`config.mk`:
```
export PLATFORM = sky130hd
export DESIGN_NAME = qcycle_sequencer
export DESIGN_NICKNAME = d
export VERILOG_FILES = /design/src/rtl/picmicro_pkg.sv /design/src/rtl/qcycle_sequencer_qphase_counter.sv /design/src/rtl/qcycle_sequencer.sv
export SDC_FILE = /design/constraint.sdc
export NUM_CORES = 1
export LEC_CHECK = 0
export BUFFER_PORTS_ARGS = -buffer_cell sky130_fd_sc_hd__buf_2
export CAP_MARGIN = 0
export CORE_MARGIN = 5
export CORE_UTILIZATION = 45
export DETAILED_ROUTE_END_ITERATION = 8
export PLACE_DENSITY = 0.69
export SYNTH_ARGS = -nofsm -noshare
export SYNTH_HDL_FRONTEND = slang
export SYNTH_HIERARCHICAL = 1
export SYNTH_SLANG_ARGS = --single-unit
```
`constraint.sdc`:
```
create_clock -name clk -period 2.8 [get_ports clk]
set_clock_uncertainty 0.05 [all_clocks]
set_input_delay 0.28 -clock clk [delete_from_list [all_inputs] [get_ports clk]]
set_output_delay 0.28 -clock clk [all_outputs]
set_load 0.005 [all_outputs]
```
`src/rtl/picmicro_pkg.sv`:
```
// Shared definitions for the PIC16 midrange instruction-cycle sequencer.
// QSEQ_IRQ_EN adds the interrupt-entry cycle state.
package picmicro_pkg;

  typedef enum logic [2:0] {
    ST_FILL       = 3'd0,
    ST_EXEC       = 3'd1,
    ST_FLUSH_LD   = 3'd2,
    ST_FLUSH_SKIP = 3'd3,
`ifdef QSEQ_IRQ_EN
    ST_IRQ        = 3'd4,
`endif
    ST_SLEEP      = 3'd5
  } cyc_state_e;

  localparam logic [1:0] Q1 = 2'd0;
  localparam logic [1:0] Q2 = 2'd1;
  localparam logic [1:0] Q3 = 2'd2;
  localparam logic [1:0] Q4 = 2'd3;

  localparam logic [12:0] IRQ_VECTOR = 13'h004;

  // Cycles that load the instruction register at Q4.
  function automatic logic state_fetches(input cyc_state_e s);
    logic v;
    case (s)
      ST_FILL, ST_EXEC, ST_FLUSH_LD, ST_FLUSH_SKIP: v = 1'b1;
      default:                                      v = 1'b0;
    endcase
    return v;
  endfunction

  // Cycles that advance the PC at Q1.
  function automatic logic state_increments(input cyc_state_e s);
    logic v;
    case (s)
      ST_EXEC, ST_FLUSH_SKIP: v = 1'b1;
      default:                v = 1'b0;
    endcase
    return v;
  endfunction

endpackage

```
`src/rtl/qcycle_sequencer_qphase_counter.sv`:
```
// Two-bit Q1..Q4 phase counter with synchronous reset and hold; also exports
// the next phase so the sequencer can register its strobes.
module qphase_counter
  import picmicro_pkg::*;
(
  input  logic       clk,
  input  logic       rst,
  input  logic       i_hold,
  output logic [1:0] o_q_phase,
  output logic [1:0] o_q_nxt,
  output logic       o_is_q1,
  output logic       o_is_q3,
  output logic       o_is_q4
);

  logic [1:0] r_q;
  logic [1:0] w_q_nxt;

  // Next phase: reset to Q1, freeze on hold, otherwise wrap.
  always_comb begin
    w_q_nxt = r_q;
    if (rst) begin
      w_q_nxt = Q1;
    end else if (i_hold) begin
      w_q_nxt = r_q;
    end else begin
      w_q_nxt = r_q + 2'd1;
    end
  end

  // Phase register.
  always_ff @(posedge clk) begin
    if (rst) begin
      r_q <= Q1;
    end else begin
      r_q <= w_q_nxt;
    end
  end

  assign o_q_phase = r_q;
  assign o_q_nxt   = w_q_nxt;
  assign o_is_q1   = (r_q == Q1);
  assign o_is_q3   = (r_q == Q3);
  assign o_is_q4   = (r_q == Q4);

endmodule

```
`src/rtl/qcycle_sequencer.sv`:
```
// PIC16 instruction-cycle sequencer: Q-phase timing, forced-NOP cycles, SLEEP/wake.
// Define QSEQ_IRQ_EN to enable the interrupt-entry cycle and irq_vector_en.
module qcycle_sequencer
  import picmicro_pkg::*;
(
  input  logic       clk,
  input  logic       rst,
  input  logic       branch_taken,
  input  logic       skip_taken,
  input  logic       sleep_req,
  input  logic       irq_req,
  input  logic       wake_req,
  output logic [1:0] q_phase,
  output logic       incr_pc_en,
  output logic       instr_rd_en,
  output logic       exec_valid,
  output logic       exec_wr_en,
  output logic       irq_vector_en,
  output logic       sleeping
);

  cyc_state_e r_state;
  cyc_state_e w_state_nxt;
  logic [1:0] w_q_nxt;
  logic       w_hold;
  logic       w_unused_q1;
  logic       w_is_q3;
  logic       w_is_q4;
  logic       r_branch;
  logic       r_skip;
  logic       r_sleep;
  logic       r_incr_pc_en;
  logic       r_instr_rd_en;
  logic       r_exec_valid;
  logic       r_exec_wr_en;
  logic       r_irq_vector_en;
  logic       r_sleeping;

  assign w_hold = (r_state == ST_SLEEP) && !wake_req;

  qphase_counter u_qphase (
    .clk       (clk),
    .rst       (rst),
    .i_hold    (w_hold),
    .o_q_phase (q_phase),
    .o_q_nxt   (w_q_nxt),
    .o_is_q1   (w_unused_q1),
    .o_is_q3   (w_is_q3),
    .o_is_q4   (w_is_q4)
  );

`ifndef QSEQ_IRQ_EN
  logic w_unused_irq;
  assign w_unused_irq = irq_req;
`endif

  // Cycle-state decision: taken on the Q4->Q1 edge, or on any clock while asleep.
  always_comb begin
    w_state_nxt = r_state;
    if (rst) begin
      w_state_nxt = ST_FILL;
    end else if (r_state == ST_SLEEP) begin
      if (wake_req) begin
        w_state_nxt = ST_EXEC;
      end else begin
        w_state_nxt = ST_SLEEP;
      end
    end else if (w_is_q4) begin
      case (r_state)
        ST_EXEC: begin
          if (r_sleep) begin
            w_state_nxt = ST_SLEEP;
          end else if (r_branch) begin
            w_state_nxt = ST_FLUSH_LD;
          end else if (r_skip) begin
            w_state_nxt = ST_FLUSH_SKIP;
`ifdef QSEQ_IRQ_EN
          end else if (irq_req) begin
            w_state_nxt = ST_IRQ;
`endif
          end else begin
            w_state_nxt = ST_EXEC;
          end
        end
`ifdef QSEQ_IRQ_EN
        ST_IRQ:                       w_state_nxt = ST_FLUSH_LD;
`endif
        ST_FILL, ST_FLUSH_LD,
        ST_FLUSH_SKIP:                w_state_nxt = ST_EXEC;
        default:                      w_state_nxt = ST_FILL;
      endcase
    end else begin
      w_state_nxt = r_state;
    end
  end

  // State, Q3 request capture and strobes registered from the upcoming state/phase.
  always_ff @(posedge clk) begin
    if (rst) begin
      r_state         <= ST_FILL;
      r_branch        <= 1'b0;
      r_skip          <= 1'b0;
      r_sleep         <= 1'b0;
      r_incr_pc_en    <= 1'b0;
      r_instr_rd_en   <= 1'b0;
      r_exec_valid    <= 1'b0;
      r_exec_wr_en    <= 1'b0;
      r_irq_vector_en <= 1'b0;
      r_sleeping      <= 1'b0;
    end else begin
      r_state <= w_state_nxt;
      if (w_is_q3) begin
        r_branch <= branch_taken;
        r_skip   <= skip_taken;
        r_sleep  <= sleep_req;
      end
      r_incr_pc_en  <= state_increments(w_state_nxt) && (w_q_nxt == Q1);
      r_instr_rd_en <= state_fetches(w_state_nxt) && (w_q_nxt == Q4);
      r_exec_valid  <= (w_state_nxt == ST_EXEC);
      r_exec_wr_en  <= (w_state_nxt == ST_EXEC) && (w_q_nxt == Q4);
`ifdef QSEQ_IRQ_EN
      r_irq_vector_en <= (w_state_nxt == ST_IRQ) && (w_q_nxt == Q4);
`else
      r_irq_vector_en <= 1'b0;
`endif
      r_sleeping    <= (w_state_nxt == ST_SLEEP);
    end
  end

  assign incr_pc_en    = r_incr_pc_en;
  assign instr_rd_en   = r_instr_rd_en;
  assign exec_valid    = r_exec_valid;
  assign exec_wr_en    = r_exec_wr_en;
  assign irq_vector_en = r_irq_vector_en;
  assign sleeping      = r_sleeping;

endmodule

```
==> results.md, run 1 <==
* H-tree depth at 1
* Routed Antenna Nets at 0
* Final setup viols at 0
* FP Rows at 13
* Layout cells sized above 1 at 0.3043
* DRT iter0 DRCs at 2
* Final-report hold violation count at 0
* Min cycle time layout at 1700 ps
* Worst Hold Launch: skip_taken
* Number of global-route vias before repair at 439
* Post-CTS sizing at 0
* Final Cycle Share at 0.6070
* Startpoint Class: flop
* Die W at 46.34 um
* Synth async-reset ratio at 0
* IO buf count at 12
* Finished Layout Cells at 84
* # Post-CTS Setup Buffers at 0
* Synth top area share at 0.4379
* Critical path class: reg -> reg
* Vias at 413
* Yosys warning count at 6
* Starting Density at 0.4684
* Worst R2R Path Depth at 6
* Pre-CTS setup slack at 1097 ps
* Layout Nets at 80
* VDD IR-drop max at 0.2940 mV
* WP data arrival at 1830 ps
* Largest net degree at the start of global routing at 15
* Drc violations at 0
* Num ports at 15
* PwrDens at 505.5 nW/um^2
* Clk sinks at 13
* Core area at 1269 sq um
* Netlist cell types at 26
* Most frequent cell after synthesis: dfxtp_1
* Post-Syn Area per Cell at 10.81 sq um
* All-layer global routing usage at 0.1129
* Antenna violations before repair at 0
* Commonest cells in the netlist: dfxtp_1, nor2_1, mux2i_1, nand2_1
* WP data required at 2930 ps
* CTS max path bufs at 2
* Worst-path clk slew at 70 ps
* CP max FO at 4
* Die height at 46.34 um
* Tot Pwr at 0.3478 mW
* Root Buffer: clkbuf_4
* Syn Nets at 65
* # diodes at 0
* RSZ-0062 raised after global routing: no
* Drt pass-1 iters at 2
* Synth Instances at 55
* Max-cap viol count at 0
* CP Capture Type: flop
* WL per Instance at 11.90 um
* FF-to-FF End: exec_wr_en
* Placed instance count at 80
* Sequential share of the synthesized area at 0.4379
* Worst hold stages at 3
* Worst r2r src: r_state[1]
* Total wire length at 1.000 mm
* Worst setup margin at 1100 ps
* CTS Buf Count at 3
* Post-synth EDFFs at 0
* Gpl congestion at 0.7098
* Gr ovfl total at 0
* Area growth syn-to-layout at 15.79%
* Synth area leader: dfxtp_1
* R2r setup slk at 1100 ps
* Pleak at 0.2907 nW
* Ranking of synthesized cells by area: dfxtp_1, mux2i_1, ha_1, nor2_1, nor4b_4
* Hold EP: r_skip
* Outcome: completed
* First-pass GRT wire length at 1.704 mm
* DP HPWL at 819 um
* Ys flop type: dfxtp_1
* Tightest Hold Check Type: in -> reg
* Pins Over Slew Limit at 0
* Yosys reg bits at 13
* CTS tree: yes
* Clk_lat worst skew at 260 ps
* Die area at 2147 sq um
* Synthesized cell area at 594.3 sq um
* Hold_buf cts at 0
* Fmax at 588.4 MHz
* TNS Setup at 0 ps
* Via density at 4.917
stage by stage:
step / util / cell area (sq um) / hold WS, ps
3_3_place_gp: 0.5217 / 661.9 / 440.3
5_1_grt: 0.5424 / 688.2 / 208.9
3_5_place_dp: 0.5217 / 661.9 / 452.1
2_1_floorplan: - / 594.3 / 302.4
6_report: 0.5424 / 688.2 / 205.6
4_1_cts: 0.5424 / 688.2 / 200.7
registers in the layout, indices dropped and copies added, names as in the netlist:
register            cells
exec_valid              1
exec_wr_en              1
incr_pc_en              1
instr_rd_en             1
r_branch                1
r_skip                  1
r_sleep                 1
r_state                 3
sleeping                1
u_qphase/o_q_phase      2
layout by cell type (no fill, tap or decap):
cell type / instances
a211o_4: 1
nand2b_4: 1
nor2b_1: 1
buf_2: 12
nor3b_2: 1
nor4b_4: 1
clkbuf_4: 3
a21oi_1: 1
nor4_4: 1
or2b_1: 1
nand2b_1: 1
nor2_1: 7
conb_1: 1
mux2i_1: 4
nand2_1: 4
nor3b_1: 1
a21boi_0: 1
and3b_1: 1
o211ai_1: 1
inv_1: 3
clkbuf_1: 1
xor2_1: 1
ha_1: 3
dfxtp_1: 13
and4bb_4: 1
a311oi_1: 1
nor3_1: 2
worst max-delay path: stages, from the launching register on:
cell      delay [ps]
dfxtp_1          340
nand2b_4         160
nor3b_2          310
mux2i_1          160
nor2_1           220
nand2_1          150
nor4_4           220
power by group:
group,leakage [nW],internal (mW),switching [mW]
sequential,0.106,0.193,0.00633
clock,0.0150,0.0550,0.0529
combinational,0.170,0.0176,0.0234
kinds of logic (layout without fill, tap and decap cells):
kind of cell / count (synthesis) / after routing / share of synthesized area
compound gates: 5 / 5 / 0.07790
xor+xnor: 1 / 1 / 0.01474
fa+ha+maj: 3 / 3 / 0.06316
buf+inv: 5 / 19 / 0.03789
flops: 13 / 13 / 0.4379
mux: 4 / 4 / 0.06737
other cells: 1 / 1 / 0.006310
simple gates: 23 / 23 / 0.2948
routing by layer:
metal  part of all wire  GRT usage  up-vias
li1                   -          -      217
met1               0.39     0.1101      192
met2               0.59     0.2198        4
met3              0.023    0.02344        0
met4                  0    0.05114        0
met5                  0          0        -
worst max path at each step:
stage / from / depth (start not counted) / slack [ps] / endpoint
final: r_state[1] / 6 / 1100 / exec_wr_en
after floorplan: u_qphase/o_q_phase[0] / 4 / 1280 / incr_pc_en
after global placement: r_state[1] / 6 / 1140 / exec_wr_en
after CTS: r_state[1] / 6 / 1060 / exec_wr_en
after detailed placement: r_state[0] / 6 / 1100 / exec_wr_en
after global routing: r_state[1] / 6 / 960 / exec_wr_en
layout make-up:
| type | count | area (sq um) |
|---|---|---|
| Tap cell | 15 | 18.77 |
| Clock buffer | 4 | 26.28 |
| Fill cell | 117 | 580.6 |
| Sequential cell | 13 | 260.3 |
| Timing Repair Buffer | 12 | 60.06 |
| Inverter | 3 | 11.26 |
| Multi-Input combinational cell | 37 | 311.5 |
Note: power is estimated with default switching activity, not from simulation.
==> run 2: changes to the inputs <==
--- a/config.mk
+++ b/config.mk
@@ -8,9 +8,9 @@
 export BUFFER_PORTS_ARGS = -buffer_cell sky130_fd_sc_hd__buf_2
 export CAP_MARGIN = 0
 export CORE_MARGIN = 5
-export CORE_UTILIZATION = 45
+export CORE_UTILIZATION = 44
 export DETAILED_ROUTE_END_ITERATION = 8
-export PLACE_DENSITY = 0.69
+export PLACE_DENSITY = 0.71
 export SYNTH_ARGS = -nofsm -noshare
 export SYNTH_HDL_FRONTEND = slang
 export SYNTH_HIERARCHICAL = 1
==> constraint.sdc (replaced) <==
create_clock -name clk -period 1.45 [get_ports clk]
set_clock_uncertainty 0.05 [all_clocks]
set_input_delay 0.145 -clock clk [delete_from_list [all_inputs] [get_ports clk]]
set_output_delay 0.145 -clock clk [all_outputs]
set_load 0.005 [all_outputs]
==> run 2 against run 1 <==
The run now ends with negative setup slack left. Register-to-register slack got worse by 1200 ps. Final cell count increased by 12%. Sequential share of layout area shrank 6.1 points. Routed wire length up 19%. Worst hold slack got worse by 150 ps. Setup slack worse by 1200 ps. First-iteration DRC count grew to 3.0 times the previous value. Clock power increased by 100%. Via count grew 10%. Critical path depth fell by 2. Non-clock buffer count grew 10. Total power rose by 110%. Critical path type unchanged. Highest routed layer unchanged.
==> results.md, run 2 (synthesis gave the netlist of run 1 again) <==
* Placed instance count at 87
* Final Core Density at 0.6534
* RSZ-0062 raised after global routing: yes
* Max FFs per register at 3
* PwrDens at 865.2 nW/um^2
* Root Buffer: clkbuf_4
* Critical path class: reg -> reg
* FF-to-FF End: incr_pc_en
* Core area at 1285 sq um
* Via density at 4.840
* # diodes at 0
* TNS Setup at -212.1 ps
* WP data arrival at 1670 ps
* Most frequent cells in the layout: buf_2, dfxtp_1, buf_4
* Commonest non-fill, non-tap cell in the layout: buf_2
* Fin Hold WS at 59.99 ps
* Worst setup margin at -76.29 ps
* Biggest register: r_state
* Starting Density at 0.4625
* Pins Over Slew Limit at 0
* Layout cells sized above 1 at 0.5443
* Pleak at 0.3607 nW
* All-layer global routing usage at 0.1232
* Min cycle time layout at 1526 ps
* Num ports at 15
* Die area at 2186 sq um
* Gr ovfl total at 0
* Number of global-route vias before repair at 450
* Drc violations at 0
* CTS Buf Count at 3
* Worst-path clk slew at 80 ps
* Final setup viols at 4
* Die height at 46.75 um
* R2r setup slk at -80 ps
* Worst R2R Path Depth at 4
* Area growth syn-to-layout at 41.26%
* Drt pass-1 iters at 2
* Clk_lat worst skew at 270 ps
* WP data required at 1590 ps
* FP Rows at 13
* CP Capture Type: flop
* Worst hold stages at 3
* Max-cap viol count at 0
* CTS tree: yes
* Failing checks: negative setup slack
* Startpoint Class: flop
* DRT iter0 DRCs at 6
* Clk sinks at 13
* H-tree depth at 1
* Worst Hold Launch: branch_taken
* Area after DPL at 730.7 sq um
* Design area at 839.6 sq um
* Largest net degree at the start of global routing at 15
* WL per Instance at 12.62 um
* Vias at 455
* Routed Antenna Nets at 0
* Filler cell count at 106
* Finished Layout Cells at 94
* Fmax at 655.2 MHz
* Die W at 46.75 um
* CTS max path bufs at 2
* Total wire length at 1.186 mm
* DP HPWL at 802.6 um
* Layout Nets at 90
* Gpl congestion at 0.7271
* Hold EP: r_branch
* Final Cycle Share at 1.053
* VDD IR-drop max at 0.4818 mV
* Tightest Hold Check Type: in -> reg
* Final-report hold violation count at 0
* CP max FO at 6
* First-pass GRT wire length at 1.821 mm
* Outcome: finished, violations left
* Worst r2r src: u_qphase/o_q_phase[1]
* Antenna violations before repair at 0
* IO buf count at 12
==> run 2: worst max-delay path: stages, from the launching register on <==
cell      delay [ps]
dfxtp_4          370
ha_4             170
and4bb_4         220
a211o_4          380
nor4b_4          270
==> run 2: cell type report <==
type | instances | area (sq um) | area share
repair buffers | 22 | 135.1 | 0.1610
inverters | 3 | 11.26 | 0.01341
well taps | 15 | 18.77 | 0.02235
flip-flops and latches | 13 | 266.5 | 0.3174
multi-input cells | 37 | 381.6 | 0.4545
clock buffers | 4 | 26.28 | 0.03130
==> run 2: layer usage <==
layer	global-route usage	wire length, um
met3	0.03448	33
met2	0.2060	690
met1	0.1285	462
met4	0.09945	0
met5	0	0
==> run 2: power breakdown <==
group          switching, mW  internal [mW]  total (mW)
sequential            0.0135          0.373       0.386
clock                  0.112          0.107       0.218
combinational         0.0620         0.0599       0.122
total                  0.187          0.539       0.726
==> run 2: stage by stage <==
step           total power [mW]  worst slack (ps)
2_1_floorplan            0.4510            0.3795
3_3_place_gp             0.4900            -79.90
3_5_place_dp             0.4927            -120.4
4_1_cts                  0.7275            -117.7
5_1_grt                  0.7742            -146.1
6_report                 0.7264            -76.29
==> run 2: worst max-delay path by stage <==
stage,start,end,slack [ps]
floorplan,u_qphase/o_q_phase[1],incr_pc_en,0.4
global placement,r_state[1],incr_pc_en,-80
detailed placement,r_state[1],exec_wr_en,-120
CTS,r_state[1],incr_pc_en,-120
global route,u_qphase/o_q_phase[1],incr_pc_en,-150
finish,u_qphase/o_q_phase[1],incr_pc_en,-80
==> run 2: what timing repair did <==
action                                  CTS  global route
cloned                                    0             0
setup buffers                             0             3
hold buffers                              0             0
hold endpoints to repair                  0             0
resized for setup                         4             7
endpoints found under the setup margin    4             6
pin swaps                                 5             6
